[config.mk]
export PLATFORM = sky130hd
export DESIGN_NAME = stencil_prefetcher_flat
export DESIGN_NICKNAME = d
export VERILOG_FILES = /design/src/rtl/stencil_prefetcher_if.sv /design/src/rtl/stencil_prefetcher.sv /design/src/flat_wrapper.sv
export SDC_FILE = /design/constraint.sdc
export NUM_CORES = 1
export LEC_CHECK = 0
export BUFFER_PORTS_ARGS = -buffer_cell sky130_fd_sc_hd__buf_4
export CORE_UTILIZATION = 23
export CTS_CLUSTER_SIZE = 10
export DETAILED_ROUTE_END_ITERATION = 8
export SYNTH_ARGS = -nofsm -noshare
export SYNTH_HDL_FRONTEND = slang
export SYNTH_SLANG_ARGS = --single-unit
[constraint.sdc]
create_clock -name clock -period 25.4 [get_ports clock]
set_clock_uncertainty 0.05 [all_clocks]
set_input_delay 5.08 -clock clock [delete_from_list [all_inputs] [get_ports clock]]
set_output_delay 5.08 -clock clock [all_outputs]
set_load 0.01 [all_outputs]
[src/rtl/stencil_prefetcher_if.sv]
// Request/response bundle between the access monitor, the stencil prefetcher
// and the memory-request queue.
interface stencil_prefetcher_if #(
    parameter int ADDR_W = 32
);
    logic              in_valid;
    logic              in_ready;
    logic [ADDR_W-1:0] in_index;
    logic [ADDR_W-1:0] in_base;
    logic              in_full;
    logic              in_wrap;
    logic              out_valid;
    logic              out_ready;
    logic [ADDR_W-1:0] out_addr;
    logic              out_last;
    logic              done;
    logic [4:0]        done_count;
    logic              done_err;

    modport master (
        output in_valid, in_index, in_base, in_full, in_wrap, out_ready,
        input  in_ready, out_valid, out_addr, out_last, done, done_count, done_err
    );

    modport slave (
        input  in_valid, in_index, in_base, in_full, in_wrap, out_ready,
        output in_ready, out_valid, out_addr, out_last, done, done_count, done_err
    );
endinterface

[src/rtl/stencil_prefetcher.sv]
// 3D grid neighbour prefetcher: turns one cell index into a stream of
// neighbour byte addresses (6-face or 26-cube stencil, optional torus wrap).
module stencil_prefetcher #(
    parameter int ADDR_W     = 32,
    parameter int X_SIZE     = 3,
    parameter int Y_SIZE     = 3,
    parameter int Z_SIZE     = 3,
    parameter int ELEM_BYTES = 4
) (
    input logic                 clock,
    input logic                 reset_n,
    stencil_prefetcher_if.slave bus
);

    localparam logic [ADDR_W-1:0] X_W     = ADDR_W'(X_SIZE);
    localparam logic [ADDR_W-1:0] Y_W     = ADDR_W'(Y_SIZE);
    localparam logic [ADDR_W-1:0] XY_W    = ADDR_W'(X_SIZE * Y_SIZE);
    localparam logic [ADDR_W-1:0] CELLS_W = ADDR_W'(X_SIZE * Y_SIZE * Z_SIZE);
    localparam logic [ADDR_W-1:0] X_LAST  = ADDR_W'(X_SIZE - 1);
    localparam logic [ADDR_W-1:0] Y_LAST  = ADDR_W'(Y_SIZE - 1);
    localparam logic [ADDR_W-1:0] Z_LAST  = ADDR_W'(Z_SIZE - 1);
    localparam logic [ADDR_W-1:0] ELEM_W  = ADDR_W'(ELEM_BYTES);

    typedef enum logic [1:0] {IDLE, SCAN, DONE} state_t;

    state_t            state;
    state_t            state_next;

    logic [ADDR_W-1:0] base_q;
    logic [ADDR_W-1:0] x_q;
    logic [ADDR_W-1:0] y_q;
    logic [ADDR_W-1:0] z_q;
    logic              full_q;
    logic              wrap_q;
    logic              err_q;
    logic [4:0]        total_q;
    logic [4:0]        k_q;
    logic [4:0]        e_q;

    logic [ADDR_W-1:0] idx_x;
    logic [ADDR_W-1:0] idx_y;
    logic [ADDR_W-1:0] idx_z;
    logic              in_range;
    logic [4:0]        cx;
    logic [4:0]        cy;
    logic [4:0]        cz;
    logic [4:0]        total_calc;

    logic [4:0]        pos;
    logic [1:0]        dx;
    logic [1:0]        dy;
    logic [1:0]        dz;
    logic [ADDR_W:0]   sx;
    logic [ADDR_W:0]   sy;
    logic [ADDR_W:0]   sz;
    logic [ADDR_W-1:0] nidx;
    logic [ADDR_W-1:0] cand_addr;
    logic              cand_valid;
    logic [4:0]        last_k;
    logic              accept;
    logic              handshake;
    logic              advance;

    // Move one step along an axis (d: 0 = -1, 1 = stay, 2 = +1); the top bit
    // flags whether the resulting coordinate is usable.
    function automatic logic [ADDR_W:0] step_axis(
        input logic [ADDR_W-1:0] c,
        input logic [1:0]        d,
        input logic [ADDR_W-1:0] last,
        input logic              wrap
    );
        step_axis = {1'b1, c};
        if (d == 2'd0) begin
            if (c == '0) step_axis = {wrap, last};
            else         step_axis = {1'b1, c - ADDR_W'(1)};
        end else if (d == 2'd2) begin
            if (c == last) step_axis = {wrap, {ADDR_W{1'b0}}};
            else           step_axis = {1'b1, c + ADDR_W'(1)};
        end
    endfunction

    // Decompose the incoming index and size its neighbour set at accept time.
    always_comb begin
        idx_x    = bus.in_index % X_W;
        idx_y    = (bus.in_index / X_W) % Y_W;
        idx_z    = bus.in_index / XY_W;
        in_range = bus.in_index < CELLS_W;
        cx = bus.in_wrap ? 5'd3 : 5'd1 + {4'd0, idx_x != '0} + {4'd0, idx_x < X_LAST};
        cy = bus.in_wrap ? 5'd3 : 5'd1 + {4'd0, idx_y != '0} + {4'd0, idx_y < Y_LAST};
        cz = bus.in_wrap ? 5'd3 : 5'd1 + {4'd0, idx_z != '0} + {4'd0, idx_z < Z_LAST};
        total_calc = bus.in_full ? (cx * cy * cz) - 5'd1 : cx + cy + cz - 5'd3;
    end

    // Map candidate k to an offset; in cube mode k skips the centre cell (13).
    always_comb begin
        dx  = 2'd1;
        dy  = 2'd1;
        dz  = 2'd1;
        pos = '0;
        if (full_q) begin
            pos = k_q + {4'd0, k_q >= 5'd13};
            dx  = 2'(pos % 5'd3);
            dy  = 2'((pos / 5'd3) % 5'd3);
            dz  = 2'(pos / 5'd9);
        end else begin
            case (k_q)
                5'd0:    dx = 2'd0;
                5'd1:    dx = 2'd2;
                5'd2:    dy = 2'd0;
                5'd3:    dy = 2'd2;
                5'd4:    dz = 2'd0;
                5'd5:    dz = 2'd2;
                default: ;
            endcase
        end
    end

    always_comb begin
        sx         = step_axis(x_q, dx, X_LAST, wrap_q);
        sy         = step_axis(y_q, dy, Y_LAST, wrap_q);
        sz         = step_axis(z_q, dz, Z_LAST, wrap_q);
        cand_valid = sx[ADDR_W] && sy[ADDR_W] && sz[ADDR_W];
        nidx       = sx[ADDR_W-1:0] + sy[ADDR_W-1:0] * X_W + sz[ADDR_W-1:0] * XY_W;
        cand_addr  = base_q + nidx * ELEM_W;
        last_k     = full_q ? 5'd25 : 5'd5;
    end

    always_comb begin
        accept    = (state == IDLE) && bus.in_valid;
        handshake = (state == SCAN) && cand_valid && bus.out_ready;
        advance   = (state == SCAN) && (!cand_valid || bus.out_ready);
    end

    always_ff @(posedge clock or negedge reset_n) begin
        if (!reset_n) state <= IDLE;
        else          state <= state_next;
    end

    always_comb begin
        state_next = state;
        case (state)
            IDLE:    if (bus.in_valid) state_next = in_range ? SCAN : DONE;
            SCAN:    if (advance && (k_q == last_k)) state_next = DONE;
            DONE:    state_next = IDLE;
            default: state_next = IDLE;
        endcase
    end

    // Request context and candidate/emit counters.
    always_ff @(posedge clock or negedge reset_n) begin
        if (!reset_n) begin
            base_q  <= '0;
            x_q     <= '0;
            y_q     <= '0;
            z_q     <= '0;
            full_q  <= 1'b0;
            wrap_q  <= 1'b0;
            err_q   <= 1'b0;
            total_q <= '0;
            k_q     <= '0;
            e_q     <= '0;
        end else if (accept) begin
            base_q  <= bus.in_base;
            x_q     <= idx_x;
            y_q     <= idx_y;
            z_q     <= idx_z;
            full_q  <= bus.in_full;
            wrap_q  <= bus.in_wrap;
            err_q   <= !in_range;
            total_q <= in_range ? total_calc : 5'd0;
            k_q     <= '0;
            e_q     <= '0;
        end else begin
            if (advance)   k_q <= k_q + 5'd1;
            if (handshake) e_q <= e_q + 5'd1;
        end
    end

    // Outputs decode straight from state so reset clears them asynchronously.
    always_comb begin
        bus.in_ready   = (state == IDLE);
        bus.out_valid  = (state == SCAN) && cand_valid;
        bus.out_addr   = bus.out_valid ? cand_addr : '0;
        bus.out_last   = bus.out_valid && (e_q == total_q - 5'd1);
        bus.done       = (state == DONE);
        bus.done_count = (state == DONE) ? e_q : 5'd0;
        bus.done_err   = (state == DONE) && err_q;
    end

endmodule

[src/flat_wrapper.sv]
// flat-port wrapper written by rule: the top's interface ports become plain ports
module stencil_prefetcher_flat 
#(
    parameter int ADDR_W     = 32,
    parameter int X_SIZE     = 3,
    parameter int Y_SIZE     = 3,
    parameter int Z_SIZE     = 3,
    parameter int ELEM_BYTES = 4
)
  (clock, reset_n, bus_in_valid, bus_in_index, bus_in_base, bus_in_full, bus_in_wrap, bus_out_ready, bus_in_ready, bus_out_valid, bus_out_addr, bus_out_last, bus_done, bus_done_count, bus_done_err);
  stencil_prefetcher_if #(.ADDR_W(ADDR_W)) bus_i ();
  input logic clock;
  input logic reset_n;
  input wire logic [$bits(bus_i.in_valid)-1:0] bus_in_valid;
  input wire logic [$bits(bus_i.in_index)-1:0] bus_in_index;
  input wire logic [$bits(bus_i.in_base)-1:0] bus_in_base;
  input wire logic [$bits(bus_i.in_full)-1:0] bus_in_full;
  input wire logic [$bits(bus_i.in_wrap)-1:0] bus_in_wrap;
  input wire logic [$bits(bus_i.out_ready)-1:0] bus_out_ready;
  output wire logic [$bits(bus_i.in_ready)-1:0] bus_in_ready;
  output wire logic [$bits(bus_i.out_valid)-1:0] bus_out_valid;
  output wire logic [$bits(bus_i.out_addr)-1:0] bus_out_addr;
  output wire logic [$bits(bus_i.out_last)-1:0] bus_out_last;
  output wire logic [$bits(bus_i.done)-1:0] bus_done;
  output wire logic [$bits(bus_i.done_count)-1:0] bus_done_count;
  output wire logic [$bits(bus_i.done_err)-1:0] bus_done_err;
  assign bus_i.in_valid = bus_in_valid;
  assign bus_i.in_index = bus_in_index;
  assign bus_i.in_base = bus_in_base;
  assign bus_i.in_full = bus_in_full;
  assign bus_i.in_wrap = bus_in_wrap;
  assign bus_i.out_ready = bus_out_ready;
  assign bus_in_ready = bus_i.in_ready;
  assign bus_out_valid = bus_i.out_valid;
  assign bus_out_addr = bus_i.out_addr;
  assign bus_out_last = bus_i.out_last;
  assign bus_done = bus_i.done;
  assign bus_done_count = bus_i.done_count;
  assign bus_done_err = bus_i.done_err;
  stencil_prefetcher #(.ADDR_W(ADDR_W), .X_SIZE(X_SIZE), .Y_SIZE(Y_SIZE), .Z_SIZE(Z_SIZE), .ELEM_BYTES(ELEM_BYTES)) u_core (.clock(clock), .reset_n(reset_n), .bus(bus_i));
endmodule
Yosys cells after proc, flatten, opt, wreduce, memory -nomap -nowiden
Cells that the tools add are included.
Widths: inputs -> output; s select.
{"block": "totals", "register_bits": 148, "latchBits": 0, "mem_bits_rw": 0, "romBits": 0, "inputBits": 70, "out_inout_bits": 42, "elab_cells": 128, "n_memories": 0}
{"block": "op_classes", "n_addsub": 23, "n_mul": 4, "div_mod_pow": 8, "magnitude_cmp": 5, "n_eq_ne": 17, "shift": 0, "mux": 34, "bitwise": 0, "n_reduce_logical": 26}
{"operator": "$mux 33", "n": 12}
{"operator": "$add 32x1->32 const B", "n": 3}
{"operator": "$eq 32x2->1 const B", "n": 3}
{"operator": "$logic_not 32->1", "n": 3}
{"operator": "$lt 32x2->1 const B", "n": 3}
{"operator": "$reduce_bool 32->1", "n": 3}
{"operator": "$sub 32x1->32 const B", "n": 3}
{"operator": "$mod 32x2->32 const B", "n": 2}
{"operator": "$add 30x30->30", "n": 2}
{"operator": "$mux 5", "n": 11}
{"operator": "$add 32x32->32", "n": 1}
{"operator": "$div 32x2->32 const B", "n": 1}
{"operator": "$div 32x4->32 const B", "n": 1}
{"operator": "$lt 32x5->1 const B", "n": 1}
{"operator": "$mul 32x2->30 const B", "n": 1}
{"operator": "$mul 32x4->30 const B", "n": 1}
{"operator": "$mux 32", "n": 1}
{"operator": "$add 5x1->5", "n": 4}
{"operator": "$pmux 2 s2", "n": 4}
{"operator": "$mux 2", "n": 6}
{"operator": "$add 5x1->5 const B", "n": 2}
{"operator": "$add 5x5->5", "n": 2}
{"operator": "$eq 5x2->1 const B", "n": 2}
{"operator": "$eq 5x3->1 const B", "n": 2}
{"operator": "other kinds (21)", "n": 43}

Depth between registers and ports, before layout
Gate-level depths: netlist of the first run.
{"block": "logic_depth", "depth_word": 16, "mapped_depth": 84, "mapped_depth_nobuf": 81}

Worst setup path before layout of the first run
Ideal clock, no wire load.
{"block": "synth_timing", "path_kind": "input -> register", "startpoint": "input port bus_in_index[27]", "endpoint": "register u_core.total_q[4]", "setup_ns": 0.122, "arrival_time_ns": 18.469, "t_required_ns": 25.228, "setup_slack_ns": 6.760, "path_stages": 59, "path_buffers": 5, "cell_sequence": "or4b_4 o22a_4 a22o_1 nand3_2 a32oi_1 o211ai_1 nor3_2 o31a_4 nor2_1 mux2_1 o211a_1 a21oi_1 buf_4 a211oi_1 or3_1 nor2_4 buf_6 nand3_1 [... 23 more ...] or2_2 ha_1 nor2b_1 nor2_1 ha_1 ha_1 ha_1 fa_1 nor2b_1 fa_1 fa_1 fa_1 xor2_1 xnor2_1 xnor2_1 xnor3_1 mux2i_1 o21ai_1"}
{"block": "synth_between", "elab_chain_len": 11, "elab_cells_between_ends": 28, "cone_classes": "add/sub: 10; mul: 2; div: 4; order compare: 4; mux: 5; reduce/logical: 3"}
{"element": "start, declared", "line": "flat_wrapper.sv:15", "rtl": "input wire logic [$bits(bus_i.in_index)-1:0] bus_in_index;"}
{"element": "branches (longest 10 deep; another with $div 32x2->32)"}
{"element": "$mux 5 (*)", "line": "stencil_prefetcher.sv:170", "rtl": "total_q <= in_range ? total_calc : 5'd0;"}
{"element": "end signal, assigned", "line": "stencil_prefetcher.sv:170"}
{"element": "end, declared", "line": "stencil_prefetcher.sv:36", "rtl": "logic [4:0] total_q;"}
Mark *: on every way between the ends.
A chain may end at the register's enable or synchronous reset.

Worst setup path after layout of the first run
{"block": "layout_timing", "startpoint": "input port bus_in_index[29]", "endpoint": "register u_core.total_q[4]"}
The elaborated chain is that of the path after synthesis.

==> results of run 1 <==
state kept, by name, indices dropped and copies added, names as in the netlist:
register,count
u_core.x_q,32
u_core.y_q,32
u_core.wrap_q,1
u_core.state,2
u_core.err_q,1
u_core.total_q,5
u_core.k_q,5
u_core.full_q,1
u_core.z_q,29
u_core.base_q,32
u_core.e_q,5
critical path: cells and delay by family:
family,cells,cell delay [ns]
AOI/OAI and AO/OA,18,6.62
xor gates and xnor gates,4,0.72
adders and majority gates,10,3.52
buffers and inverters,3,0.34
muxes,3,0.66
and+or+nand+nor,17,5.10
per-layer routing:
metal	global-route usage [%]	up-vias	wire length (µm)
met5	0	-	64
met4	4.38	10	1850
met3	2.37	83	4840
met2	22.5	728	34300
met1	18.9	11500	35100
li1	-	12200	-
cell usage after synthesis, types with 11 or more instances:
cell | number | area [µm²]
dfrtp_1 | 145 | 3630
or2_2 | 19 | 119
or4_1 | 12 | 90.1
xnor2_1 | 89 | 780
clkbuf_1 | 155 | 582
nor3b_1 | 25 | 188
a211oi_1 | 26 | 195
a21o_1 | 27 | 203
o21ai_0 | 231 | 1160
buf_2 | 11 | 55.1
buf_4 | 12 | 90.1
fa_1 | 91 | 1820
buf_1 | 18 | 67.6
o21a_1 | 40 | 300
nor2_1 | 303 | 1140
nor4_1 | 47 | 294
nand2_1 | 466 | 1750
o22ai_1 | 74 | 463
mux2i_1 | 23 | 230
nand2b_1 | 44 | 275
o32ai_1 | 14 | 123
o211ai_1 | 35 | 263
or3_1 | 27 | 169
o221ai_1 | 15 | 131
o21ai_1 | 15 | 75.1
o211a_1 | 12 | 120
a22oi_1 | 14 | 105
nand4_1 | 38 | 238
xor2_1 | 38 | 333
o21bai_1 | 19 | 143
and3_1 | 48 | 300
a31oi_1 | 36 | 225
and2_1 | 44 | 275
inv_1 | 253 | 950
o31ai_1 | 29 | 218
nor2b_1 | 26 | 163
a21oi_1 | 251 | 1260
nand3_1 | 101 | 505
nor3_1 | 118 | 591
o2111ai_1 | 13 | 114
ha_1 | 145 | 1810
cells by family after synthesis:
kind of cell,Yosys count
adder cells (fa/ha/maj),240
XOR/XNOR,129
AND/OR/NAND/NOR,1378
buffers and inverters,466
AO/OA/AOI/OAI,1020
flip-flops,145
multiplexers,41
cell type report:
cell class                 instances  share of cell area (%)
timing repair buffer             122                    3.44
clock buffer                      17                    1.59
tap                             1380                    6.47
inverter                         262                    3.69
multi-input combinational       2808                    70.5
clock inverter                    15                   0.712
sequential                       145                    13.6
how the worst max path moves through the flow:
stage                     slack (ns)                 to  cells after the start
final                           3.61  u_core.total_q[4]                     55
after global routing            2.19  u_core.total_q[4]                     56
after CTS                       3.83  u_core.total_q[4]                     55
after detailed placement        3.35  u_core.total_q[4]                     55
after global placement          3.78  u_core.total_q[4]                     55
after floorplan                 6.76  u_core.total_q[4]                     59
per-stage QoR:
stage	cells	util [%]	setup slack, ns	cell area, µm²	hold WS (ns)
final	4749	25.7	3.61	26700	0.412
after floorplan	3419	-	6.76	24300	0.377
after global placement	4717	25.1	3.78	26100	0.401
after CTS	4749	25.7	3.83	26700	0.409
after global routing	4749	25.7	2.19	26700	0.432
after detailed placement	4717	25.1	3.35	26100	0.400
==> key figures, run 1 <==
Outcome
  – Status: finished clean

Floorplan
  – Die Y-Extent: about 330 µm
  – Die width: ~330 µm
  – I/O pin count: between 100 and 150
  – Die area: 0.107 mm²
  – Core Area: roughly 0.10 mm²
  – Initial Utilization: between 20% and 30%
  – Standard-cell rows: 118

Clock network
  – Post-CTS Resized: 0
  – Root buf cell: clkbuf_16
  – Worst-path clk slew: about 0.070 ns
  – Worst-skew pair later-pin latency: approximately 0.5 ns
  – CTS Buffer Depth: 2
  – CTS H-tree lvls: 4
  – Hold_buf cts: 0
  – Post-CTS setup buffer count: 0
  – CTS tree: built
  – TritonCTS Buffers: 17
  – Clock sinks: between 100 and 150

Final layout
  – Multi-input gate area: between 0.015 and 0.02 mm²
  – Area Growth Syn to Fin: 9.88%
  – Fin nets: 3,662
  – Fill count: ~11,000
  – Share of cells above drive strength 1: ~8.1%
  – Commonest non-fill, non-tap cells in the layout: nand2_1 (465), nor2_1 (303), inv_1 (253)
  – Number of diodes: 0
  – Most common cell after layout, fill and taps aside: nand2_1
  – FF+latch area: ~0.0036 mm²

Drt
  – Post-route DRC: 0
  – DRT Pass-1 Iters: 6
  – WL/cell: ~16 µm
  – Via Count: about 25,000
  – Routed Antenna Nets: 0
  – DR iter-0 viols: 1,827
  – Final WL: 76,100 µm
  – Vias per cell: roughly 5.2

GRT
  – Antenna violations before repair: 5
  – First-pass GRT wire length: about 120,000 µm
  – Largest net degree at the start of global routing: between 80 and 90
  – Number of global-route vias before repair: between 20,000 and 25,000
  – Grt ovf: 0
  – GRT Util Overall: between 10% and 20%

STA
  – Final period util: 85.8%
  – Setup TNS: 0 ns
  – Actual slew at the worst max-slew pin: around 1.1 ns
  – Setup violators final: 0
  – Fmax: 45.9 MHz
  – Hold Vio Cnt, Final: 0
  – Max_slew headroom: between 20% and 30%
  – Fin crit period: around 22 ns
  – RSZ-0062 raised after global routing: no
  – Slew Viols, Final: 0

Yosys
  – Post-synthesis cell count: about 3,400
  – Synth Area in Compound Gates: between 20% and 30%
  – Flops & latches, synth: ~150
  – EDFF count, synth: 0
  – Simple-Gate Fraction of Synth Area: around 27%
  – Main synth FF type: dfrtp_1
  – Distinct cells, synth: 139
  – Yosys Warn Count: 0
  – Synth Area in Adders: between 10% and 20%
  – Post-synthesis mux area share: 1.85%
  – Xor/xnor cell area share of the yosys netlist: 4.74%
  – Ys async rst share: 100%
  – Cell Area, Synth: 0.0243 mm²
  – Mean Syn Cell Area: approximately 7.1 µm²
  – Share of the yosys chip area belonging to registers: between 10% and 20%
  – Largest family of logic cells by synthesized area: compound AO/OA/AOI/OAI gates
  – Synth Net Count: approximately 3,700

Setup path
  – CP most frequent cell: ha_1
  – Critical path capture point type: flip-flop
  – Worst setup path category: in -> reg
  – Reg2Reg Depth: 35
  – Reg2Reg Capture Point: u_core.e_q[4]
  – Nature of the critical path startpoint: primary input
  – Setup crit start: bus_in_index[29]
  – Required time of the worst setup path: ~26 ns
  – Worst path max stage delay: 1.00 ns
  – FF-to-FF setup slack: roughly 17 ns
  – Crit Reg-Reg Startpoint: u_core.k_q[1]
  – Crit path max fanout: 25
  – Worst EP arrival: around 22 ns
  – CP max stage cell: a2111oi_2

Placement
  – GPL Wtd Cong: slightly above 0.9
  – Post-DP HPWL: ~59,000 µm
  – # port buffers: between 100 and 150

Worst hold path
  – Hold Crit Class: reg -> reg
  – WHS Endpoint: u_core.state[1]
  – Min-delay src: u_core.state[1]
  – Worst hold path cell count: 1

Flow run
  – Max-cap violations: 0
Power of run 1 is left out: the tool's default activity adds up to more than one toggle a clock period on the data nets, which glitch-free logic cannot reach.
==> run 2, diff against run 1 <==
--- a/config.mk
+++ b/config.mk
@@ -6,6 +6,7 @@
 export NUM_CORES = 1
 export LEC_CHECK = 0
 export BUFFER_PORTS_ARGS = -buffer_cell sky130_fd_sc_hd__buf_4
+export CORE_ASPECT_RATIO = 1.4
 export CORE_UTILIZATION = 23
 export CTS_CLUSTER_SIZE = 10
 export DETAILED_ROUTE_END_ITERATION = 8
==> run 2 against run 1 <==
  * Wire length grew 3.9%
  * Setup slack lost 0.13 ns
  * First-iteration DRC count grew 15%
  * Register-to-register slack gained 0.14 ns
  * Via count grew 0.74%
  * Sequential share of layout area is essentially flat
  * Core utilization shrank 0.12 points
  * Final cell count shrank 0.59%
  * Clock-buffer cell count is the same
  * Critical endpoint unchanged
==> key figures, run 2 (synthesis gave the netlist of run 1 again) <==
Clock network
  – Root buf cell: clkbuf_16
  – Clock sinks: between 100 and 150
  – TritonCTS Buffers: 17
  – CTS H-tree lvls: 4
  – Hold_buf cts: 0
  – CTS Buffer Depth: 2
  – CTS tree: built
  – Worst-skew pair later-pin latency: 0.46 ns
  – Worst-path clk slew: roughly 0.080 ns
  – Post-CTS Resized: 0
  – Post-CTS setup buffer count: 0

Flow run
  – Max-cap violations: 0

STA
  – Hold Vio Cnt, Final: 0
  – Setup violators final: 0
  – Fmax: about 46 MHz
  – Max_slew headroom: a little under a quarter
  – Final period util: between 80% and 90%
  – Slew Viols, Final: 0
  – Actual slew at the worst max-slew pin: 1.14 ns
  – Fin crit period: 21.92 ns
  – RSZ-0062 raised after global routing: no
  – Setup TNS: 0 ns

Setup path
  – Required time of the worst setup path: approximately 26 ns
  – Crit path max fanout: 25
  – Worst path max stage delay: 1.03 ns
  – FF-to-FF setup slack: roughly 17 ns
  – Worst EP arrival: 22.22 ns
  – CP max stage cell: a2111oi_2
  – Critical path capture point type: flip-flop
  – Worst setup path category: in -> reg
  – CP most frequent cell: ha_1
  – Nature of the critical path startpoint: primary input
  – Reg2Reg Depth: 35

Final layout
  – Fin nets: about 3,700
  – Finished Layout Cells: approximately 4,700
  – Commonest non-fill, non-tap cells in the layout: nand2_1 (465), nor2_1 (303), inv_1 (253)
  – Largest registers: u_core.base_q x32, u_core.x_q x32, u_core.y_q x32
  – Most common cell after layout, fill and taps aside: nand2_1
  – Share of cells above drive strength 1: about 8.1%
  – Area Growth Syn to Fin: 9.69%

Floorplan
  – I/O pin count: between 100 and 150
  – Die area: between 0.1 and 0.15 mm²
  – Core Area: about 0.10 mm²
  – Standard-cell rows: 140
  – Initial Utilization: 23.3%
  – Die Y-Extent: 387 µm
  – Die width: roughly 280 µm

Drt
  – Final WL: about 79,000 µm
  – DRT Pass-1 Iters: 8
  – Via Count: approximately 25,000
  – Routed Antenna Nets: 0
  – Post-route DRC: 0
  – Vias per cell: around 5.2
  – WL/cell: ~17 µm
  – DR iter-0 viols: 2,110

GRT
  – Grt ovf: 0
  – First-pass GRT wire length: roughly 130,000 µm
  – Largest net degree at the start of global routing: 66
  – Antenna violations before repair: 4
  – GRT Util Overall: roughly 14%
  – Number of global-route vias before repair: 23,400

Placement
  – Post-DP HPWL: around 62,000 µm
  – # port buffers: between 100 and 150
  – Placed insts: about 4,700
  – GPL Wtd Cong: ~0.9

Outcome
  – Status: finished clean

Worst hold path
  – Hold Crit Class: reg -> reg
  – Worst hold path cell count: 1
[run 2: worst paths after layout]
path / start / end
worst max-delay path: bus_in_index[29] / u_core.total_q[4]
worst min-delay path: u_core.state[1] / u_core.state[1]
worst min register to register: u_core.state[1] / u_core.state[1]
max in group asynchronous: reset_n / u_core.x_q[4]
min in group asynchronous: reset_n / u_core.k_q[4]
worst max register to register: u_core.k_q[1] / u_core.e_q[4]
[run 2: final cells by class]
cell class | count | area (µm²)
fill | 11500 | 77700
clock inverter | 15 | 166
clock buffer | 17 | 425
tap | 1349 | 1690
sequential | 145 | 3630
multi-input combinational | 2808 | 18800
antenna | 1 | 2.50
timing repair buffer | 124 | 935
inverter | 262 | 986
[run 2: metal layers]
layer,up-vias,part of all wire [%],GRT usage [%]
met5,-,0.039,0
li1,12200,-,-
met2,684,50,26.1
met1,11700,43,17.3
met3,119,4.4,1.67
met4,6,3.2,5.21
[run 2: critical path, delay by kind of cell]
kind / cells / cell delay [ns]
AO/OA/AOI/OAI: 18 / 6.67
AND/OR/NAND/NOR: 17 / 5.16
adder cells (fa/ha/maj): 10 / 3.58
XOR/XNOR: 4 / 0.72
multiplexers: 3 / 0.65
buffers and inverters: 3 / 0.34
[run 2: stage by stage]
stage / cell area (µm²) / hold slack, ns / worst slack, ns / util, %
after CTS: 26700 / 0.414 / 3.65 / 25.5
after global routing: 26700 / 0.433 / 2.12 / 25.5
after global placement: 26100 / 0.397 / 3.75 / 25.0
after floorplan: 24300 / 0.377 / 6.76 / -
final: 26700 / 0.410 / 3.48 / 25.5
after detailed placement: 26100 / 0.404 / 3.17 / 25.0
Power of run 2 is left out for the same reason.
